==> src/rtl/cache_line_fill.sv <==
// cache_line_fill: line-fill engine in front of the per-way synchronous-read
// data RAM of the L1 cache. It requests one line from next-level memory on a
// miss, writes each returned beat into the RAM, and passes the cache read
// address through to the RAM while idle.
module cache_line_fill #(
    parameter int unsigned AWIDTH  = 3,
    parameter int unsigned DWIDTH  = 32,
    parameter int unsigned OWIDTH  = 1,
    parameter int unsigned MAWIDTH = 32,
    parameter int unsigned TIMEOUT = 16
) (
    input  logic                     clock,
    input  logic                     reset_n,
    input  logic                     fill_req,
    input  logic [AWIDTH-OWIDTH-1:0] fill_line,
    input  logic [MAWIDTH-1:0]       fill_maddr,
    output logic                     fill_busy,
    output logic                     fill_done,
    output logic                     fill_err,
    output logic                     mem_req,
    output logic [MAWIDTH-1:0]       mem_addr,
    input  logic                     mem_ack,
    input  logic                     mem_rvalid,
    input  logic [DWIDTH-1:0]        mem_rdata,
    input  logic [AWIDTH-1:0]        rd_addr,
    output logic                     rd_stall,
    output logic [AWIDTH-1:0]        ram_addr,
    output logic [DWIDTH-1:0]        ram_din,
    output logic                     ram_we
);

    localparam int unsigned LWIDTH = AWIDTH - OWIDTH;
    localparam int unsigned ALIGN  = OWIDTH + $clog2(DWIDTH / 8);
    localparam int unsigned TWIDTH = $clog2(TIMEOUT);

    // Last word of a line is the all-ones word offset.
    localparam logic [OWIDTH-1:0]  CNT_LAST   = '1;
    localparam logic [TWIDTH-1:0]  TMO_LAST   = TWIDTH'(TIMEOUT - 1);
    localparam logic [MAWIDTH-1:0] ALIGN_MASK = ~((MAWIDTH'(1) << ALIGN) - MAWIDTH'(1));

    typedef enum logic [1:0] {
        S_IDLE,
        S_REQ,
        S_FILL,
        S_DONE
    } state_t;

    state_t              state_q;
    state_t              state_d;
    logic [LWIDTH-1:0]   line_q;
    logic [OWIDTH-1:0]   cnt_q;
    logic [TWIDTH-1:0]   tmo_q;
    logic [AWIDTH-1:0]   wr_addr_q;

    logic                start_fill;
    logic                beat_fire;
    logic                last_beat;
    logic                abort_fill;

    // State register.
    always_ff @(posedge clock or negedge reset_n) begin
        if (!reset_n) begin
            state_q <= S_IDLE;
        end else begin
            state_q <= state_d;
        end
    end

    // Next-state logic and per-cycle event decode.
    always_comb begin
        state_d    = state_q;
        start_fill = 1'b0;
        beat_fire  = 1'b0;
        last_beat  = 1'b0;
        abort_fill = 1'b0;
        case (state_q)
            S_IDLE: begin
                if (fill_req) begin
                    start_fill = 1'b1;
                    state_d    = S_REQ;
                end
            end
            S_REQ: begin
                if (mem_ack) begin
                    state_d = S_FILL;
                end
            end
            S_FILL: begin
                if (mem_rvalid) begin
                    beat_fire = 1'b1;
                    if (cnt_q == CNT_LAST) begin
                        last_beat = 1'b1;
                        state_d   = S_DONE;
                    end
                end else if (tmo_q == TMO_LAST) begin
                    abort_fill = 1'b1;
                    state_d    = S_IDLE;
                end
            end
            S_DONE: begin
                state_d = S_IDLE;
            end
            default: begin
                state_d = S_IDLE;
            end
        endcase
    end

    // Request latch, beat/timeout counters, registered RAM write port and pulses.
    always_ff @(posedge clock or negedge reset_n) begin
        if (!reset_n) begin
            line_q    <= '0;
            mem_addr  <= '0;
            cnt_q     <= '0;
            tmo_q     <= '0;
            wr_addr_q <= '0;
            ram_din   <= '0;
            ram_we    <= 1'b0;
            fill_done <= 1'b0;
            fill_err  <= 1'b0;
        end else begin
            if (start_fill) begin
                line_q   <= fill_line;
                mem_addr <= fill_maddr & ALIGN_MASK;
            end
            if (state_q == S_REQ && mem_ack) begin
                cnt_q <= '0;
                tmo_q <= '0;
            end
            if (state_q == S_FILL) begin
                if (mem_rvalid) begin
                    cnt_q <= cnt_q + OWIDTH'(1);
                    tmo_q <= '0;
                end else begin
                    tmo_q <= tmo_q + TWIDTH'(1);
                end
            end
            ram_we <= beat_fire;
            if (beat_fire) begin
                wr_addr_q <= {line_q, cnt_q};
                ram_din   <= mem_rdata;
            end
            fill_done <= last_beat;
            fill_err  <= abort_fill;
        end
    end

    // Status outputs and RAM address mux.
    always_comb begin
        fill_busy = (state_q != S_IDLE);
        rd_stall  = fill_busy;
        mem_req   = (state_q == S_REQ);
        ram_addr  = (state_q == S_IDLE) ? rd_addr : wr_addr_q;
    end

endmodule

==> config.mk <==
export PLATFORM = sky130hd
export DESIGN_NAME = cache_line_fill
export DESIGN_NICKNAME = d
export VERILOG_FILES = /design/src/rtl/cache_line_fill.sv
export SDC_FILE = /design/constraint.sdc
export NUM_CORES = 1
export LEC_CHECK = 0
export ABC_AREA = 1
export BUFFER_PORTS_ARGS = -buffer_cell sky130_fd_sc_hd__buf_2
export CORE_ASPECT_RATIO = 1.25
export CORE_MARGIN = 8
export CORE_UTILIZATION = 40
export CTS_BUF_LIST = sky130_fd_sc_hd__clkbuf_4
export DETAILED_ROUTE_END_ITERATION = 12
export GPL_ROUTABILITY_DRIVEN = 0
export PLACE_DENSITY = 0.71
export SLEW_MARGIN = 20
export SYNTH_ARGS = -nofsm -noshare
export SYNTH_HDL_FRONTEND = slang
export SYNTH_SLANG_ARGS = --single-unit
==> constraint.sdc <==
create_clock -name clock -period 2.3 [get_ports clock]
set_input_delay 0.46 -clock clock [delete_from_list [all_inputs] [get_ports clock]]
set_output_delay 0.46 -clock clock [all_outputs]
set_load 0.05 [all_outputs]
==> reports/metrics.yaml, run 1 <==
status: "completed"
final_cell_area_um2: 3950
leakagePower_nw: 2.37
cp-startpoint: "state_q[1]"
cts_buffer_depth: 2
io_buffers: 140
numCtsBuffers: 9
required_ns: 1.84
syn_area_um2: 3090
rsz0062_at_grt: "no"
fp.dieH_um: 114
cp-start-kind: "register"
hold_buffers: 1
fin_tns_setup_ns: 0
clockRootBuffer: "clkbuf_4"
postSynthAreaPerCell_um2: 8.75
synth_area_leaders: "dfrtp_1 62%, nand2_1 22%, nand3_1 5.8%, buf_4 1.7%, inv_1 1.5%"
slew_headroom_pct: 62.2
drt-initial-drc-count: 117
worst_ep_arrival_time_ns: 1.54
postRouteAntennaNets: 0
power_mw: 6.88
grt.total_usage_pct: 15.3
synth_top_area_cell: "dfrtp_1"
r2r-start: "state_q[1]"
final_nets: 568
cap_violations: 0
setup_viol: 0
post-cts-setup-buffer-count: 0
io_pins: 147
crit_path_cell_trace: "nor2_4, inv_1, nand2_1, nand2_1, buf_2"
clock_latency_ns: 0.42
cp_common_cell: "nand2_1"
cts_resized: 0
synth_cell_types: 21
yosysWarnings: 0
grt_max_degree: 45
crit_type: "register to primary output"
clock_sinks: 76
drc: 0
dr.pass1.iters: 4
min_from: "mem_rdata[14]"
area_growth_pct: 28.0
wl_um: 8000
drive_gt1_share_pct: 32.3
core_area_um2: 7660
wl_per_cell_um: 13.5
cts.clk_slew.worst_paths_ns: 0.12
ys_ff_latch: 76
dp_hpwl_um: 6020
cts_tree: "built"
tightest_slew_ns: 0.567
crit_fanout: 6
finalMaxSlewViolations: 0
max_freq_ghz: 0.500
vias_per_cell: 4.60
initial_core_util_pct: 40.3
die_x_um: 94.6
fillers: 753
netlist.area_leader.share_pct: 61.6
synthCells: 353
htreeDepth: 3
vias: 2730
grt_pass1_wl_um: 13100
grt_pass1_vias: 2808
hold_class: "input port to register"
ir_drop_mv: 0.865
finalCritPeriodShare_pct: 87.0
antenna_cells: 0
powerDensity_nw_per_um2: 1740
fin_skew_ns: 0.0123
slowest_stage: "dfrtp_1"
rows: 36
placed_cell_area_um2: 3840
hold_violations: 0
die_area_um2: 10800
seq_area_frac_synth_pct: 61.6
fin_crit_ns: 2.00
cp-end-kind: "primary output"
antenna_found_initial: 0
slowest_delay_ns: 0.45
gr-total-overflow: 0
==> cell usage after synthesis, drive strengths merged <==
cell	instances
inv	14
ha	1
nand3b	1
o21ai	5
clkbuf	3
xor2	1
a21oi	2
conb	1
nor2	8
nand2	186
xnor2	1
nand3	36
o22ai	1
dfrtp	76
buf	17
==> worst paths after layout <==
kind / end / slack [ns] / depth (start not counted)
max: ram_addr[1] / 0.30 / 5
min: ram_din[14] / 0.22 / 3
max reg2reg: mem_addr[24] / 0.60 / 6
min reg2reg: mem_addr[28] / 0.48 / 2
max in group asynchronous: wr_addr_q[1] / 1.18 / 3
min in group asynchronous: ram_din[25] / 0.52 / 2
==> layout by cell type, fill, tap and decap left out <==
cell / count
o21ai_0: 4
inv_6: 1
a21oi_1: 2
inv_1: 12
xor2_1: 1
nand2_1: 185
nand3b_1: 1
nor2_4: 1
nand2_2: 1
o21ai_1: 1
conb_1: 3
buf_2: 139
o22ai_1: 1
nand3_1: 36
clkbuf_4: 9
clkinv_2: 1
ha_1: 1
nor2_1: 7
buf_4: 6
dlygate4sd3_1: 1
clkinv_1: 5
dfrtp_1: 76
buf_12: 1
inv_2: 2
xnor2_1: 1
==> registers in the layout, indices dropped and copies added (netlist names) <==
name       count
ram_din       32
tmo_q          4
line_q         2
fill_err       1
cnt_q          1
mem_addr      29
wr_addr_q      3
ram_we         1
fill_done      1
state_q        2
==> critical path, delay by kind of cell, from the launching register on <==
kind,cells,cell delay (ns)
buffers and inverters,2,0.33
flip-flops,1,0.45
AND/OR/NAND/NOR,3,0.33
==> through the flow <==
step | cells | setup slack, ns | hold WS, ns | util, %
after detailed placement | 576 | 0.638 | 0.435 | 50.2
after CTS | 593 | 0.273 | 0.187 | 51.6
after floorplan | 355 | 0.253 | 0.164 | -
after global routing | 593 | 0.201 | 0.196 | 51.6
after global placement | 576 | 0.665 | 0.421 | 50.2
final | 593 | 0.299 | 0.221 | 51.6
==> power breakdown <==
part           switching (mW)  total (mW)  internal, mW
Sequential              0.325        2.26          1.94
Combinational            3.13        3.97         0.841
Clock                   0.439       0.646         0.207
Total                    3.89        6.88          2.98
==> per-layer routing <==
layer / routed length (µm) / GRT usage (%) / vias to the layer above
li1: - / - / 1367
met1: 3270 / 18.1 / 1240
met2: 3750 / 24.3 / 109
met3: 784 / 4.40 / 14
met4: 191 / 8.56 / 0
met5: 0 / 0 / -
==> layout make-up <==
| class | instances | area (µm²) | area share, % |
|---|---|---|---|
| Timing Repair Buffer | 147 | 771 | 19.5 |
| Clock buffer | 9 | 67.6 | 1.71 |
| Tap cell | 95 | 119 | 3.01 |
| Clock inverter | 7 | 32.5 | 0.823 |
| Multi-Input combinational cell | 245 | 1010 | 25.5 |
| Sequential cell | 76 | 1900 | 48.1 |
| Inverter | 14 | 52.6 | 1.33 |
==> kinds of logic after synthesis <==
| logic type | count (synthesis) | share of synthesized area (%) |
|---|---|---|
| other cells | 1 | 0.121 |
| fa+ha+maj | 1 | 0.405 |
| buf+inv | 34 | 6.00 |
| flops | 76 | 61.6 |
| xor+xnor | 2 | 0.567 |
| simple gates | 231 | 30.0 |
| compound gates | 8 | 1.34 |
Note: power is estimated with default switching activity, not from simulation.
==> inputs of run 2 (changes only) <==
--- a/config.mk
+++ b/config.mk
@@ -6,14 +6,14 @@
 export NUM_CORES = 1
 export LEC_CHECK = 0
 export ABC_AREA = 1
-export BUFFER_PORTS_ARGS = -buffer_cell sky130_fd_sc_hd__buf_2
 export CORE_ASPECT_RATIO = 1.25
 export CORE_MARGIN = 8
 export CORE_UTILIZATION = 40
 export CTS_BUF_LIST = sky130_fd_sc_hd__clkbuf_4
 export DETAILED_ROUTE_END_ITERATION = 12
+export DONT_BUFFER_PORTS = 1
 export GPL_ROUTABILITY_DRIVEN = 0
-export PLACE_DENSITY = 0.71
+export SKIP_LAST_GASP = 1
 export SLEW_MARGIN = 20
 export SYNTH_ARGS = -nofsm -noshare
 export SYNTH_HDL_FRONTEND = slang
==> reports/metrics.yaml, run 2 (synthesis results as in run 1) <==
drive_gt1_share_pct: 7.67
worst_slack_ns: 0.263
rsz0062_at_grt: "no"
top_register: "ram_din"
cp-start-kind: "register"
status: "completed"
area_growth_pct: 7.21
critPathBufInv: 2
crit_type: "register to primary output"
core_area_um2: 7660
largest_reg_flops: 32
setup_viol: 0
dr.pass1.iters: 4
vias_per_cell: 4.85
tightest_slew_ns: 0.563
finalMaxSlewViolations: 0
final_cell_mix: "185 x nand2_1, 76 x dfrtp_1, 36 x nand3_1, 12 x inv_1, 12 x buf_4"
cts_resized: 0
fin_skew_ns: 0.00899
crit_fanout: 8
initial_core_util_pct: 40.3
drt-initial-drc-count: 64
cts_buffer_depth: 2
max_freq_ghz: 0.491
worst_ep_arrival_time_ns: 1.58
utilization_pct: 43.2
rrSetupSlack_ns: 0.75
wl_per_cell_um: 15.9
io_pins: 147
wl_um: 7310
clock_latency_ns: 0.42
hold_class: "input port to register"
min_delay_worst_endpoint: "ram_din[13]"
fin_crit_ns: 2.04
fin_tns_setup_ns: 0
antenna_cells: 0
clock_sinks: 76
htreeDepth: 3
cp_common_cell: "buf_4"
place_ws_ns: 0.583
grt.total_usage_pct: 14.2
antenna_found_initial: 0
cap_violations: 0
finalCritPeriodShare_pct: 88.6
crit_path_cell_trace: "nor2_4, buf_4, nand2_1, o21ai_1, buf_4"
io_buffers: 0
fp.dieH_um: 114
slew_headroom_pct: 62.4
die_x_um: 94.6
drc: 0
slowest_stage: "dfrtp_1"
slowest_delay_ns: 0.45
rows: 36
ff2ff_path_depth: 6
numCtsBuffers: 9
clockRootBuffer: "clkbuf_4"
die_area_um2: 10800
layout_commonest_cell: "nand2_1"
grt_pass1_vias: 2356
vias: 2231
hold_violations: 0
dp_hpwl_um: 5270
cp-end-kind: "primary output"
gr-total-overflow: 0
required_ns: 1.84
largestRegisters: "ram_din x32, mem_addr x29, tmo_q x4"
r2r-start: "state_q[0]"
r2r_end: "line_q[0]"
cp_top_family: "flip-flops"
grt_pass1_wl_um: 11800
min_from: "mem_rdata[13]"
cts.clk_slew.worst_paths_ns: 0.11
cts_tree: "built"
final_nets: 435
timing.hold.ws_ns: 0.144
postRouteAntennaNets: 0
holdPathStages: 2
grt_max_degree: 77
-- run 2: area by class of cell --
cell class              instances  area (µm²)
clock buffers                  11        82.6
flip-flops and latches         76        1900
repair buffers                 14         128
fillers                       765        4350
clock inverters                 5        18.8
inverters                      14        52.6
multi-input cells             245        1010
well taps                      95         119
-- run 2: worst reg2reg max path: stages (launching register included) --
cell and delay (ns):
dfrtp_1 0.45, nor2_4 0.24, buf_4 0.16, nand2_1 0.16, buf_4 0.28, nor2_1 0.11
a21oi_1 0.05
-- run 2: routing by layer --
layer | vias up | GRT usage (%) | routed length, µm
li1 | 1101 | - | -
met1 | 1012 | 15.4 | 2670
met2 | 104 | 22.5 | 3550
met3 | 14 | 5.64 | 885
met4 | 0 | 9.29 | 203
met5 | - | 0 | 0
-- run 2: worst max-delay path by stage --
stage	depth (start not counted)	end	slack [ns]	startpoint
2_1_floorplan	2	ram_addr[0]	0.25	state_q[1]
3_3_place_gp	5	ram_addr[2]	0.60	state_q[1]
3_5_place_dp	5	ram_addr[2]	0.58	state_q[1]
4_1_cts	5	ram_addr[2]	0.08	state_q[1]
5_1_grt	5	ram_addr[0]	0.15	state_q[0]
6_report	5	ram_addr[0]	0.26	state_q[0]
-- run 2: stage by stage --
step,std cells,cell area (µm²)
6_report,460,3310
5_1_grt,460,3310
2_1_floorplan,355,3100
3_3_place_gp,438,3140
4_1_cts,456,3280
3_5_place_dp,438,3140
-- run 2: timing repair --
item | CTS | global route
setup endpoints to repair | 0 | 2
buffers inserted | 0 | 4
hold buffers | 2 | 0
hold endpoints to repair | 76 | 0
Power of run 2 is not shown: default switching activity piles up to over one toggle a cycle in this logic, so the estimate is an artifact.
==> inputs of run 3 (changes only) <==
--- a/config.mk
+++ b/config.mk
@@ -8,12 +8,11 @@
 export ABC_AREA = 1
 export CORE_ASPECT_RATIO = 1.25
 export CORE_MARGIN = 8
-export CORE_UTILIZATION = 40
+export CORE_UTILIZATION = 36
 export CTS_BUF_LIST = sky130_fd_sc_hd__clkbuf_4
 export DETAILED_ROUTE_END_ITERATION = 12
 export DONT_BUFFER_PORTS = 1
 export GPL_ROUTABILITY_DRIVEN = 0
-export SKIP_LAST_GASP = 1
 export SLEW_MARGIN = 20
 export SYNTH_ARGS = -nofsm -noshare
 export SYNTH_HDL_FRONTEND = slang
==> reports/metrics.yaml, run 3 (synthesis results as in run 1) <==
fillers: 865
max_freq_ghz: 0.482
multi_input_area_um2: 1010
cts.clk_slew.worst_paths_ns: 0.12
antenna_found_initial: 0
cts_tree: "built"
htreeDepth: 3
dp_hpwl_um: 5490
grt_pass1_wl_um: 12100
area_growth_pct: 6.93
clock_sinks: 76
required_ns: 1.84
finalMaxSlewViolations: 0
cp-end-kind: "primary output"
clockRootBuffer: "clkbuf_4"
drc: 0
initial_core_util_pct: 36.3
worst_ep_arrival_time_ns: 1.62
fin_crit_ns: 2.08
top_register: "ram_din"
hold_buffers: 2
crit_fanout: 12
fp.dieH_um: 120
numCtsBuffers: 9
layout_commonest_cell: "nand2_1"
min_delay_worst_endpoint: "ram_din[11]"
post-cts-setup-buffer-count: 0
rows: 38
vias: 2255
crit_type: "register to primary output"
largestRegisters: "ram_din x32, mem_addr x29, tmo_q x4"
min_from: "mem_rdata[11]"
r2r-start: "state_q[1]"
rrSetupSlack_ns: 0.72
die_x_um: 98.8
drt-initial-drc-count: 62
io_buffers: 0
final_nets: 433
grt.total_usage_pct: 12.9
finalCritPeriodShare_pct: 90.3
drive_gt1_share_pct: 7.71
dr.pass1.iters: 4
wl_um: 7580
cts_buffer_depth: 2
antenna_cells: 0
regArea_um2: 1900
core_area_um2: 8510
tightest_slew_ns: 0.553
gr-total-overflow: 0
vias_per_cell: 4.87
clock_latency_ns: 0.41
cp-start-kind: "register"
cts_resized: 0
hold_class: "input port to register"
holdPathStages: 2
largest_reg_flops: 32
fin_skew_ns: 0.0123
setup_viol: 0
fin_tns_setup_ns: 0
ff2ff_path_depth: 5
final_cell_mix: "185 x nand2_1, 76 x dfrtp_1, 36 x nand3_1, 12 x inv_1, 10 x buf_4"
rsz0062_at_grt: "no"
grt_max_degree: 77
cap_violations: 0
slew_headroom_pct: 63.1
wl_per_cell_um: 16.4
r2r_end: "line_q[0]"
hold_violations: 0
postRouteAntennaNets: 0
io_pins: 147
die_area_um2: 11800
grt_pass1_vias: 2367
status: "completed"
[run 3: changes by cell type in the layout (fill, tap and decap cells not counted)]
cell | previous run | this run
clkinv_2 | 0 | 3
buf_4 | 12 | 10
clkinvlp_4 | 0 | 1
clkinv_1 | 5 | 3
clkbuf_4 | 11 | 9
[run 3: critical path, stage by stage (launching register included)]
cell	delay, ns
dfrtp_1	0.45
nor2_4	0.30
inv_1	0.15
nand2_1	0.09
nand2_1	0.05
buf_4	0.18
[run 3: worst max path at each step]
stage,start,endpoint,slack (ns)
2_1_floorplan,state_q[1],ram_addr[0],0.25
3_3_place_gp,state_q[1],ram_addr[2],0.67
3_5_place_dp,state_q[1],ram_addr[1],0.65
4_1_cts,state_q[1],ram_addr[1],0.16
5_1_grt,state_q[1],ram_addr[2],0.04
6_report,state_q[1],ram_addr[2],0.22
[run 3: metrics by stage]
| step | setup WS, ns | area (µm²) | instances | util [%] | hold slack (ns) |
|---|---|---|---|---|---|
| after floorplan | 0.253 | 3100 | 355 | - | 0.164 |
| after global placement | 0.666 | 3160 | 445 | 37.2 | 0.167 |
| after CTS | 0.156 | 3300 | 463 | 38.8 | 0.109 |
| after global routing | 0.0435 | 3300 | 463 | 38.8 | 0.114 |
| after detailed placement | 0.652 | 3160 | 445 | 37.2 | 0.167 |
| final | 0.224 | 3300 | 463 | 38.8 | 0.148 |
[run 3: cell type report]
class	instances	share of cell area, %
repair buffers	12	3.41
clock buffers	9	2.05
multi-input cells	245	30.5
well taps	100	3.79
flip-flops and latches	76	57.6
inverters	14	1.59
clock inverters	7	1.02
[run 3: metal layers]
metal  wire length [µm]  global-route usage (%)  vias to the layer above
li1                   -                       -                     1092
met1               3060                    14.6                     1037
met2               3470                    20.2                      116
met3                913                    6.03                       10
met4                141                    6.64                        0
met5                  0                       0                        -
Power of run 3 is left out for the same reason.
